`src/rtl/icache_pkg.sv`:
```
// Shared constants and width helpers for the set-associative instruction cache.
// FSM encodings, AXI response codes and address-field width functions.
package icache_pkg;

   localparam int DATA_W = 32;

   localparam logic [1:0] ST_IDLE = 2'd0;
   localparam logic [1:0] ST_SEND = 2'd1;
   localparam logic [1:0] ST_FILL = 2'd2;

   localparam logic [1:0] RESP_OKAY   = 2'd0;
   localparam logic [1:0] RESP_EXOKAY = 2'd1;
   localparam logic [1:0] RESP_SLVERR = 2'd2;
   localparam logic [1:0] RESP_DECERR = 2'd3;

   function automatic int word_w(input int line_words);
      return $clog2(line_words);
   endfunction

   function automatic int index_w(input int sets);
      return $clog2(sets);
   endfunction

   // Byte offset (2 bits) plus word and index fields leave the tag.
   function automatic int tag_w(input int line_words, input int sets);
      return 30 - word_w(line_words) - index_w(sets);
   endfunction

   function automatic int at_least_one(input int w);
      return (w > 0) ? w : 1;
   endfunction

   function automatic logic resp_is_err(input logic [1:0] resp);
      case (resp)
         RESP_OKAY, RESP_EXOKAY:   return 1'b0;
         RESP_SLVERR, RESP_DECERR: return 1'b1;
         default:                  return 1'b1;
      endcase
   endfunction

endpackage

```
`src/rtl/icache_way.sv`:
```
// One way of the instruction cache: tag, valid and data storage with
// combinational read, per-word data write, tag+valid write and flush-all.
module icache_way
   import icache_pkg::*;
#(
   parameter int SETS       = 8,
   parameter int LINE_WORDS = 4,
   parameter int IDX_W      = 3,
   parameter int WRD_W      = 2,
   parameter int TAG_W      = 25
) (
   input  logic              clock,
   input  logic              reset,
   input  logic              flush,
   input  logic [IDX_W-1:0]  rd_index,
   input  logic [WRD_W-1:0]  rd_word,
   output logic [TAG_W-1:0]  rd_tag,
   output logic              rd_valid,
   output logic [DATA_W-1:0] rd_data,
   input  logic [IDX_W-1:0]  wr_index,
   input  logic              data_we,
   input  logic [WRD_W-1:0]  wr_word,
   input  logic [DATA_W-1:0] wr_data,
   input  logic              line_we,
   input  logic              line_valid,
   input  logic [TAG_W-1:0]  wr_tag
);

   logic [SETS-1:0]   valid_reg;
   logic [TAG_W-1:0]  tag_mem  [SETS];
   logic [DATA_W-1:0] data_mem [SETS][LINE_WORDS];

   always_ff @(posedge clock or posedge reset) begin
      if (reset) begin
         valid_reg <= '0;
      end else if (flush) begin
         valid_reg <= '0;
      end else if (line_we) begin
         valid_reg[wr_index] <= line_valid;
      end
   end

   // Storage arrays carry no reset; valid bits alone qualify their contents.
   always_ff @(posedge clock) begin
      if (line_we) begin
         tag_mem[wr_index] <= wr_tag;
      end
      if (data_we) begin
         data_mem[wr_index][wr_word] <= wr_data;
      end
   end

   assign rd_valid = valid_reg[rd_index];
   assign rd_tag   = tag_mem[rd_index];
   assign rd_data  = data_mem[rd_index][rd_word];

endmodule

```
`src/rtl/icache_assoc.sv`:
```
// Set-associative instruction cache: same-cycle hits, one INCR burst per miss,
// uncached window, round-robin replacement, fence.i flush and refill faults.
module icache_assoc
   import icache_pkg::*;
#(
   parameter int          WAYS       = 2,
   parameter int          SETS       = 8,
   parameter int          LINE_WORDS = 4,
   parameter logic [31:0] UC_BASE    = 32'h0f00_0000,
   parameter logic [31:0] UC_LIMIT   = 32'h0f00_2000
) (
   input  logic        clock,
   input  logic        reset,
   input  logic        rreq_i,
   input  logic [31:0] raddr_i,
   input  logic        flush_i,
   output logic        rready_o,
   output logic        rvalid_o,
   output logic [31:0] rdata_o,
   output logic        fault_o,
   output logic        icache_arvalid_o,
   input  logic        icache_arready_i,
   output logic [31:0] icache_araddr_o,
   output logic [7:0]  icache_arlen_o,
   input  logic        icache_rvalid_i,
   output logic        icache_rready_o,
   input  logic [31:0] icache_rdata_i,
   input  logic [1:0]  icache_rresp_i,
   input  logic        icache_rlast_i
);

   localparam int WB  = word_w(LINE_WORDS);
   localparam int WW  = at_least_one(WB);
   localparam int IB  = index_w(SETS);
   localparam int TW  = tag_w(LINE_WORDS, SETS);
   localparam int WYB = at_least_one($clog2(WAYS));

   logic [1:0]     state_reg;
   logic [31:0]    addr_reg;
   logic           uc_reg;
   logic [WYB-1:0] victim_reg;
   logic [WW-1:0]  beat_reg;
   logic           err_reg;
   logic           flush_pend_reg;
   logic [WYB-1:0] rr_ptr_reg [SETS];

   logic [WW-1:0]     req_word, cap_word;
   logic [IB-1:0]     req_index, cap_index, wr_index;
   logic [TW-1:0]     req_tag, cap_tag;
   logic [31:0]       req_addr, line_base;
   logic              req_uc;

   logic [WAYS-1:0]   way_valid;
   logic [TW-1:0]     way_tag  [WAYS];
   logic [DATA_W-1:0] way_data [WAYS];
   logic [WAYS-1:0]   hit_vec;
   logic [DATA_W-1:0] hit_data;
   logic [WYB-1:0]    victim_pick, tgt_way;
   logic              found;

   logic is_idle, flush_now, accept, hit, miss;
   logic beat, beat_err, last, err_any, fill_ok, beat_hit;
   logic data_we_all, line_we_all;

   // Address field split for the live request and the captured miss.
   assign req_addr  = raddr_i & ~32'h3;
   assign req_word  = WW'((raddr_i >> 2) & 32'(LINE_WORDS - 1));
   assign req_index = IB'(raddr_i >> (2 + WB));
   assign req_tag   = TW'(raddr_i >> (2 + WB + IB));
   assign req_uc    = (req_addr >= UC_BASE) && (req_addr <= UC_LIMIT);

   assign cap_word  = WW'((addr_reg >> 2) & 32'(LINE_WORDS - 1));
   assign cap_index = IB'(addr_reg >> (2 + WB));
   assign cap_tag   = TW'(addr_reg >> (2 + WB + IB));
   assign line_base = addr_reg & ~(32'(LINE_WORDS) * 32'd4 - 32'd1);

   assign is_idle   = (state_reg == ST_IDLE);
   assign flush_now = is_idle && (flush_i || flush_pend_reg);
   assign rready_o  = is_idle && !flush_now;
   assign accept    = rready_o && rreq_i;
   assign hit       = accept && (|hit_vec);
   assign miss      = accept && !(|hit_vec);

   assign beat     = (state_reg == ST_FILL) && icache_rvalid_i;
   assign beat_err = beat && resp_is_err(icache_rresp_i);
   assign last     = beat && icache_rlast_i;
   assign err_any  = err_reg || beat_err;
   assign fill_ok  = last && !err_any && !uc_reg;
   assign beat_hit = beat && !beat_err && (uc_reg || (beat_reg == cap_word));

   // The victim is invalidated at miss time so a partially overwritten line
   // can never hit; it becomes valid again only on an error-free rlast.
   assign data_we_all = beat && !uc_reg;
   assign line_we_all = (miss && !req_uc) || (last && !uc_reg);
   assign tgt_way     = is_idle ? victim_pick : victim_reg;
   assign wr_index    = is_idle ? req_index : cap_index;

   genvar gi;
   generate
      for (gi = 0; gi < WAYS; gi++) begin : g_way
         icache_way #(
            .SETS       (SETS),
            .LINE_WORDS (LINE_WORDS),
            .IDX_W      (IB),
            .WRD_W      (WW),
            .TAG_W      (TW)
         ) u_way (
            .clock      (clock),
            .reset      (reset),
            .flush      (flush_now),
            .rd_index   (req_index),
            .rd_word    (req_word),
            .rd_tag     (way_tag[gi]),
            .rd_valid   (way_valid[gi]),
            .rd_data    (way_data[gi]),
            .wr_index   (wr_index),
            .data_we    (data_we_all && (tgt_way == WYB'(gi))),
            .wr_word    (beat_reg),
            .wr_data    (icache_rdata_i),
            .line_we    (line_we_all && (tgt_way == WYB'(gi))),
            .line_valid (fill_ok),
            .wr_tag     (cap_tag)
         );
         assign hit_vec[gi] = way_valid[gi] && (way_tag[gi] == req_tag);
      end
   endgenerate

   always_comb begin
      hit_data = '0;
      for (int w = 0; w < WAYS; w++) begin
         if (hit_vec[w]) begin
            hit_data = hit_data | way_data[w];
         end
      end
   end

   // Lowest invalid way first, otherwise the set's round-robin pointer.
   always_comb begin
      victim_pick = rr_ptr_reg[req_index];
      found       = 1'b0;
      for (int w = 0; w < WAYS; w++) begin
         if (!found && !way_valid[w]) begin
            victim_pick = WYB'(w);
            found       = 1'b1;
         end
      end
   end

   always_ff @(posedge clock or posedge reset) begin
      if (reset) begin
         state_reg      <= ST_IDLE;
         addr_reg       <= '0;
         uc_reg         <= 1'b0;
         victim_reg     <= '0;
         beat_reg       <= '0;
         err_reg        <= 1'b0;
         flush_pend_reg <= 1'b0;
      end else begin
         case (state_reg)
            ST_IDLE: begin
               if (flush_now) begin
                  flush_pend_reg <= 1'b0;
               end else if (miss) begin
                  addr_reg   <= req_addr;
                  uc_reg     <= req_uc;
                  victim_reg <= victim_pick;
                  beat_reg   <= '0;
                  err_reg    <= 1'b0;
                  state_reg  <= ST_SEND;
               end
            end
            ST_SEND: begin
               if (flush_i) begin
                  flush_pend_reg <= 1'b1;
               end
               if (icache_arready_i) begin
                  state_reg <= ST_FILL;
               end
            end
            ST_FILL: begin
               if (flush_i) begin
                  flush_pend_reg <= 1'b1;
               end
               if (beat) begin
                  beat_reg <= (LINE_WORDS == 1) ? '0 : beat_reg + 1'b1;
                  if (beat_err) begin
                     err_reg <= 1'b1;
                  end
                  if (icache_rlast_i) begin
                     state_reg <= ST_IDLE;
                  end
               end
            end
            default: state_reg <= ST_IDLE;
         endcase
      end
   end

   always_ff @(posedge clock or posedge reset) begin
      if (reset) begin
         for (int s = 0; s < SETS; s++) begin
            rr_ptr_reg[s] <= '0;
         end
      end else if (flush_now) begin
         for (int s = 0; s < SETS; s++) begin
            rr_ptr_reg[s] <= '0;
         end
      end else if (fill_ok) begin
         rr_ptr_reg[cap_index] <= (WAYS == 1) ? '0 : rr_ptr_reg[cap_index] + 1'b1;
      end
   end

   assign rvalid_o = hit || beat_hit;
   assign rdata_o  = hit ? hit_data : (beat_hit ? icache_rdata_i : 32'd0);
   assign fault_o  = last && err_any;

   assign icache_arvalid_o = (state_reg == ST_SEND);
   assign icache_araddr_o  = (state_reg != ST_SEND) ? 32'd0 : (uc_reg ? addr_reg : line_base);
   assign icache_arlen_o   = ((state_reg == ST_SEND) && !uc_reg) ? 8'(LINE_WORDS - 1) : 8'd0;
   assign icache_rready_o  = (state_reg == ST_FILL);

endmodule

```
`config.mk`:
```
export PLATFORM = sky130hd
export DESIGN_NAME = icache_assoc
export DESIGN_NICKNAME = d
export VERILOG_FILES = /design/src/rtl/icache_pkg.sv /design/src/rtl/icache_way.sv /design/src/rtl/icache_assoc.sv
export SDC_FILE = /design/constraint.sdc
export NUM_CORES = 2
export LEC_CHECK = 0
export CORE_MARGIN = 1.5
export CORE_UTILIZATION = 60
export CTS_CLUSTER_SIZE = 28
export DETAILED_ROUTE_END_ITERATION = 10
export PLACE_DENSITY = 0.77
export SYNTH_ARGS = -nofsm -noshare
export SYNTH_HDL_FRONTEND = slang
export SYNTH_SLANG_ARGS = --single-unit
export TNS_END_PERCENT = 5
```
`constraint.sdc`:
```
create_clock -name clock -period 18.55 [get_ports clock]
set_input_delay 5.565 -clock clock [delete_from_list [all_inputs] [get_ports clock]]
set_output_delay 5.565 -clock clock [all_outputs]
set_load 0.02 [all_outputs]
```
* Word level (Yosys, flattened, before mapping)
Memory sizes are Yosys's and may differ from the RTL's.
Cells that the tools add are included.
** Word-level totals
- Memory bits (writable) :: 2448
- Output and inout port bits :: 77
- Input bits :: 73
- Logic and storage cells :: 183
- Memories kept :: 4
- Register bits :: 62
** Operators by class
- Reductions and logical operators :: 56
- Equal/unequal tests :: 17
- Add/subtract/negate cells :: 2
- $lt $le $gt $ge :: 11
- Mux-type cells :: 69
- Bitwise operators :: 7
** Memories
- g_way[0].u_way.data_mem :: depth 8, bits a word 128, read ports 1, clocked after Yosys merged registers in 0, wr ports 1, line icache_way.sv:31 : logic [DATA_W-1:0] data_mem [SETS][LINE_WORDS];
- g_way[1].u_way.data_mem :: depth 8, bits a word 128, read ports 1, clocked after Yosys merged registers in 0, wr ports 1, line icache_way.sv:31
- g_way[0].u_way.tag_mem :: depth 8, bits a word 25, read ports 1, clocked after Yosys merged registers in 0, wr ports 1, line icache_way.sv:30 : logic [TAG_W-1:0] tag_mem [SETS];
- g_way[1].u_way.tag_mem :: depth 8, bits a word 25, read ports 1, clocked after Yosys merged registers in 0, wr ports 1, line icache_way.sv:30
** Operators with widths (number)
- 32-bit two-way mux :: 10
- 128-bit two-way mux :: 2
- 32-bit binary-select mux with 2-bit select :: 2
- 32-bit demux with 2-bit select :: 1
- 25-bit == test :: 2
- 8-bit two-way mux :: 6
- 32-bit by 28-bit greater-or-equal comparator with 1-bit output, second input constant :: 1
- 32-bit by 28-bit <= comparator with 1-bit output, second input constant :: 1
- 32-bit OR :: 1
- 1-bit logical AND :: 28
- 8-bit bitwise mux :: 3
- 1-bit two-way mux :: 23
- 2-bit two-way mux :: 9
- 2-bit by 1-bit != test with 1-bit output, second input constant :: 8
- 1-bit binary-select mux with 3-bit select :: 4
- 5-bit AND reduction :: 2
- 2-bit nonzero test :: 5
- 4-bit greater-or-equal comparator, second input constant :: 2
- 3-bit by 4-bit less-than comparator with 1-bit output, second input constant :: 2
- 3-bit NOT with 4-bit output :: 2
- 2-bit OR reduction :: 4
- 1-bit logical NOT :: 7
- 1-bit demux with 3-bit select :: 2
- 2-bit == test, second input constant :: 3
- 20 further kinds :: 32

* Logic depth before layout (Yosys ltp)
- Word-level depth :: 11
- Gate-level depth with buffers :: 16
- Mapped depth without buffers :: 10

* Hierarchy
Synthesis repeated with hierarchy kept, for this count alone.
** Second synthesis, totals
- Cell total of the unflattened synthesis :: 5592
- Area total of the unflattened synthesis :: 99803.2 µm²
** By module, submodules not included
- icache_way (g_way[0].u_way) :: instances 1, area an instance 47922.2 µm², seq. area each 36955.4 µm², cells each 2559
- icache_way (g_way[1].u_way) :: instances 1, area an instance 47785.8 µm², seq. area each 36955.4 µm², cells each 2559
- icache_assoc :: instances 1, area an instance 4095.2 µm², seq. area each 1151.1 µm², cells each 474

* Worst setup path before layout
No wires, ideal clock.
- Path type :: input -> output
- Start point :: in raddr_i[4]
- End point :: out rdata_o[17]
- Stages :: 13
- Path slack :: 4247 ps
- Data required time :: 12985 ps
- Arrival time :: 8738 ps
- Path through :: buf_4 > buf_4 > buf_6 > buf_2 > mux4_2 > mux2i_1 > xor2_1 > nand2_1 > or4b_1 > or3_1 > buf_2 > o32ai_1 > a22o_1
** Between the ends
- Longest elaborated chain between the ends :: 8
** RTL lines
- from (decl) :: line icache_assoc.sv:15 : input logic [31:0] raddr_i,
- memory 8 x 128 bit
- 32-bit binary-select mux with 2-bit select :: line icache_way.sv:55 : assign rd_data = data_mem[rd_index][rd_word];
- 32-bit two-way mux (implied by the code) (2 in a row) :: line icache_way.sv:55
- 32-bit two-way mux :: line icache_assoc.sv:131 : if (hit_vec[w]) begin
- 32-bit OR :: line icache_assoc.sv:132 : hit_data = hit_data | way_data[w];
- 32-bit two-way mux :: line icache_assoc.sv:131
- 32-bit two-way mux (*) :: line icache_assoc.sv:214 : assign rdata_o = hit ? hit_data : (beat_hit ? icache_rdata_i : 32'd0);
- to (decl) :: line icache_assoc.sv:19 : output logic [31:0] rdata_o,
Mark *: on every way between the ends. The rest lies on a longest branch, timed or not. The select of a mux whose other input is x is not followed.

* Final worst setup path
- Start point :: in raddr_i[5]
- End point :: out rdata_o[23]
The elaborated chain is that of the path after synthesis.

==> results summary <==
The worst setup path is of the primary input to output port kind. Of the total synthesized cell area, the portion taken by full adders, half adders and majority gates is 0.00102. The clock-pin transition on the worst setup and hold timing paths is 0.06 ns.

The initial utilization of the core area, before any placement, comes to 0.607. The share of cell area taken by muxes after synthesis is 0.168. The cell depth of the worst flop-to-flop path is 11. Of the cells placed in the final design, the portion with a size suffix greater than 1 is 0.248. The count of max-cap constraint violations is 0. The transition at the pin with the smallest max-transition slack is 1.22 ns.

The layout net count is 4887. The power dissipated by switching net loads is 0.00293 W. The cell-internal power is 0.00957 W. The library cells used most frequently in the layout, excluding fill and tap cells, are edfxtp_1 (2448), mux4_2 (569), mux2i_1 (278).

The power per unit of standard cell area is 114 nW/um2. The share of total power dissipated in the clock network is 0.385. The fraction of the mapped netlist area in compound gates is 0.0299. Setup violations remaining at the end of the flow were counted as 0. The area of the core region came out at 161000 um2. The average vias per placed instance is 6.96.

The achievable clock frequency is 59.4 MHz. The total global routing overflow is 0. The data arrival time of the critical path is 11.27 ns. The number of antenna violations at the first check in global routing is 8.

STA puts the critical path data required time at 12.98 ns. The worst setup path is launched from a primary input. From left edge to right edge, the die measures 407 um.

The worst-case headroom to the max-slew limit came out at 0.185. The count of cell types in the netlist is 62. The worst hold path depth came out at 1. For this design the top-level I/O count stands at 150. The number of warnings issued by yosys is 0. The area occupied by multi-input gates came out at 22200 um2. Of the total power, registers draw 0.534. Entering global routing, the biggest net connects 130 pins.

Of the synthesized area, sequential elements account for 0.767. Leaving out fill and tap cells, the most frequent cell in the layout is edfxtp_1. Once placement finished, the instance area stood at 102000 um2. The maximum level of the CTS H-tree is 4. The mean cell area of the mapped netlist is 21.5 um2. The count of instances resized after the clock tree is built came out at 0.

The flip-flop count of the largest register, all copies and words added came out at 2048. The capturing point of the worst reg2reg path is g_way[1].u_way.tag_mem[3][5]. Buffers inserted to repair hold after CTS numbered 0. The most used flip-flop cell after synthesis is edfxtp_1.

The setup TNS after final layout is 0 ns. With fillers left out, the area of the finished cells amounts to 110000 um2. The share of total power in combinational logic came out at 0.081. The detailed-routing iteration count for the pre-antenna-repair pass is 6.

The synthesized-area fraction occupied by and/or/nand/nor cells came out at 0.0189. Of the available clock period, the critical path in the final layout requires 0.907. The number of max-slew violations in the final report came out at 0. The capturing element type of the critical path is an output port. The worst clock skew on the final layout came out at 0.0716 ns. The mapped netlist covers 97800 um2. The average wire length per cell after detail routing came out at 35.0 um. In this run the worst path has a maximum fanout of 65. The clock latency at the later pin of the worst-skew pair came out at 0.88 ns. The area used by sequential logic in the layout came out at 75100 um2. Post-CTS timing repair inserted 0 buffers for setup. Across all layers, the routed design uses 49.9k vias. The end point of the worst hold path is g_way[1].u_way.valid_reg[3].

The post-DP HPWL came out at 126000 um. The worst setup slack before clock tree synthesis is 1.80 ns. The number of buffers added by the clock tree synthesis step is 234. The startpoint identified for the worst hold timing path is g_way[1].u_way.valid_reg[3].

Across the VDD grid, the largest voltage drop is 0.000104 V. The number of global-route vias before repair is 50.0k. In this run the static leakage power is 34.9 nW. The synthesized flop and latch total is 2510.

The filler cells instantiated in the layout total 9607. The number of endpoints with negative hold slack in the final report came out at 0. The tightest min-delay check is of the flip-flop to flip-flop type. Counting flops with a built-in enable in the synthesized netlist gives 2448. The post-layout worst setup margin came out at 1.72 ns.

The clock passes through at most 3 buffers. The quantity of I/O buffers inserted on ports came out at 138. The area growth from synthesis to layout is 12.6%. The weighted congestion at the end of routability-driven global placement came out at 0.812. The cell sitting at the root of the clock tree is a clkbuf_16. By area, the combinational part of the netlist is dominated by multiplexers.

The remaining routing DRC violations is 0. The share of flip-flops with an asynchronous set or reset after synthesis is 0.0247. Setup repair after global routing left no endpoint under its margin. The run finished with clean final reports. The routed design could run at a clock period as short as 16.83 ns. Of the total power, the share spent switching nets is 0.235. The global-route wire length before repair came out at 356000 um. The startpoint identified for the worst register-to-register timing path is g_way[1].u_way.tag_mem[7][9]. The number of nets with antenna violations after routing is 0.

Across every metal layer, demand over resource in global routing totals 0.308. The height of the chip is 407 um. The floorplan step defined a die boundary enclosing 165000 um2. The total wirelength of the detailed-routed design came out at 251000 um. The minimum setup slack among reg-to-reg paths came out at 13.80 ns. The starting DRC count in detailed routing came out at 7852. The gate count after technology mapping is 4546. The clock tree from TritonCTS is built. Of the total synthesized cell area, the portion taken by XOR and XNOR cells is 0.00251.

The number of cell rows is 147. The number of clock sinks seen by CTS came out at 2510.
-- worst max path at each step --
stage,slack [ns],endpoint,from,depth (start not counted)
floorplan,4.25,rdata_o[17],raddr_i[4],13
global placement,1.85,rdata_o[23],raddr_i[5],13
detailed placement,1.80,rdata_o[23],raddr_i[5],13
CTS,1.77,rdata_o[23],raddr_i[5],13
global route,1.46,rdata_o[1],raddr_i[5],13
finish,1.72,rdata_o[23],raddr_i[5],13
-- power groups by stage --
stage | clock (W) | sequential (W) | combinational, W
after global placement | 0 | 0.00677 | 0.000968
final | 0.00481 | 0.00668 | 0.00101
after detailed placement | 0 | 0.00679 | 0.000990
after CTS | 0.00483 | 0.00668 | 0.00100
after global routing | 0.00504 | 0.00670 | 0.00106
after floorplan | 0 | 0.00672 | 0.000581
-- kinds of logic (layout without fill, tap and decap cells) --
family | after synthesis | in the layout
flops | 2510 | 2510
simple gates | 381 | 381
other cells | 1 | 11
fa+ha+maj | 8 | 8
buf+inv | 274 | 730
mux | 919 | 919
compound gates | 425 | 425
xor+xnor | 28 | 28
-- final cells by class --
class / instances / share of cell area
repair buffers: 281 / 0.0218
inverters: 10 / 0.000432
flip-flops and latches: 2510 / 0.682
multi-input cells: 1769 / 0.201
clock buffers: 296 / 0.0560
clock inverters: 143 / 0.0140
diodes: 3 / 0.0000682
well taps: 2160 / 0.0245
-- layer usage --
metal | up-vias | track usage | part of all wire
met4 | 13 | 0.125 | 0.043
met2 | 3617 | 0.488 | 0.48
met5 | - | 0 | 0.00055
li1 | 19700 | - | -
met3 | 611 | 0.0656 | 0.12
met1 | 26000 | 0.423 | 0.35
-- stage by stage --
stage          hold slack (ns)   util  cells  total power, W
2_1_floorplan            0.451      -   4553         0.00730
3_3_place_gp             0.470  0.636   6730         0.00774
3_5_place_dp             0.475  0.636   6730         0.00779
4_1_cts                  0.490  0.683   7169          0.0125
5_1_grt                  0.498  0.683   7169          0.0128
6_report                 0.488  0.683   7172          0.0125
-- worst max-delay path, stage by stage --
cell and delay (ns):
buf_8 0.57, buf_4 0.85, mux4_2 0.43, nor2_1 0.12, or3_1 0.12, nand3_1 0.18, nor4_1 0.53, and4_1 0.71
buf_4 0.29, nor2_1 0.09, o21a_2 0.59, a22o_1 0.51, clkdlybuf4s50_1 0.58
-- cell usage after synthesis (all sizes together) (3+ instances only) --
master | n | area (um2)
edfxtp | 2448 | 73500
mux4 | 569 | 12800
mux2i | 279 | 2790
buf | 135 | 694
clkbuf | 129 | 484
nor2 | 127 | 477
o21ai | 82 | 410
nand2 | 80 | 300
mux2 | 71 | 800
a21oi | 67 | 335
dfrtp | 62 | 1550
o22ai | 57 | 357
a221oi | 47 | 412
nand3 | 44 | 225
a22oi | 41 | 308
o221ai | 38 | 333
and2 | 36 | 225
a22o | 30 | 263
nor3 | 22 | 110
xnor2 | 16 | 140
o2bb2ai | 12 | 105
xor2 | 12 | 105
a31oi | 11 | 68.8
and3 | 11 | 68.8
or3 | 11 | 68.8
inv | 10 | 37.5
nand4 | 9 | 56.3
nor4 | 9 | 62.6
a32oi | 8 | 70.1
ha | 8 | 100
nor2b | 8 | 50.1
nand3b | 7 | 52.6
a211oi | 6 | 45.0
o2111ai | 6 | 52.6
nand2b | 4 | 25.0
o211ai | 4 | 30.0
o22a | 3 | 26.3
o31ai | 3 | 22.5
(Power assumes the default switching activity.)
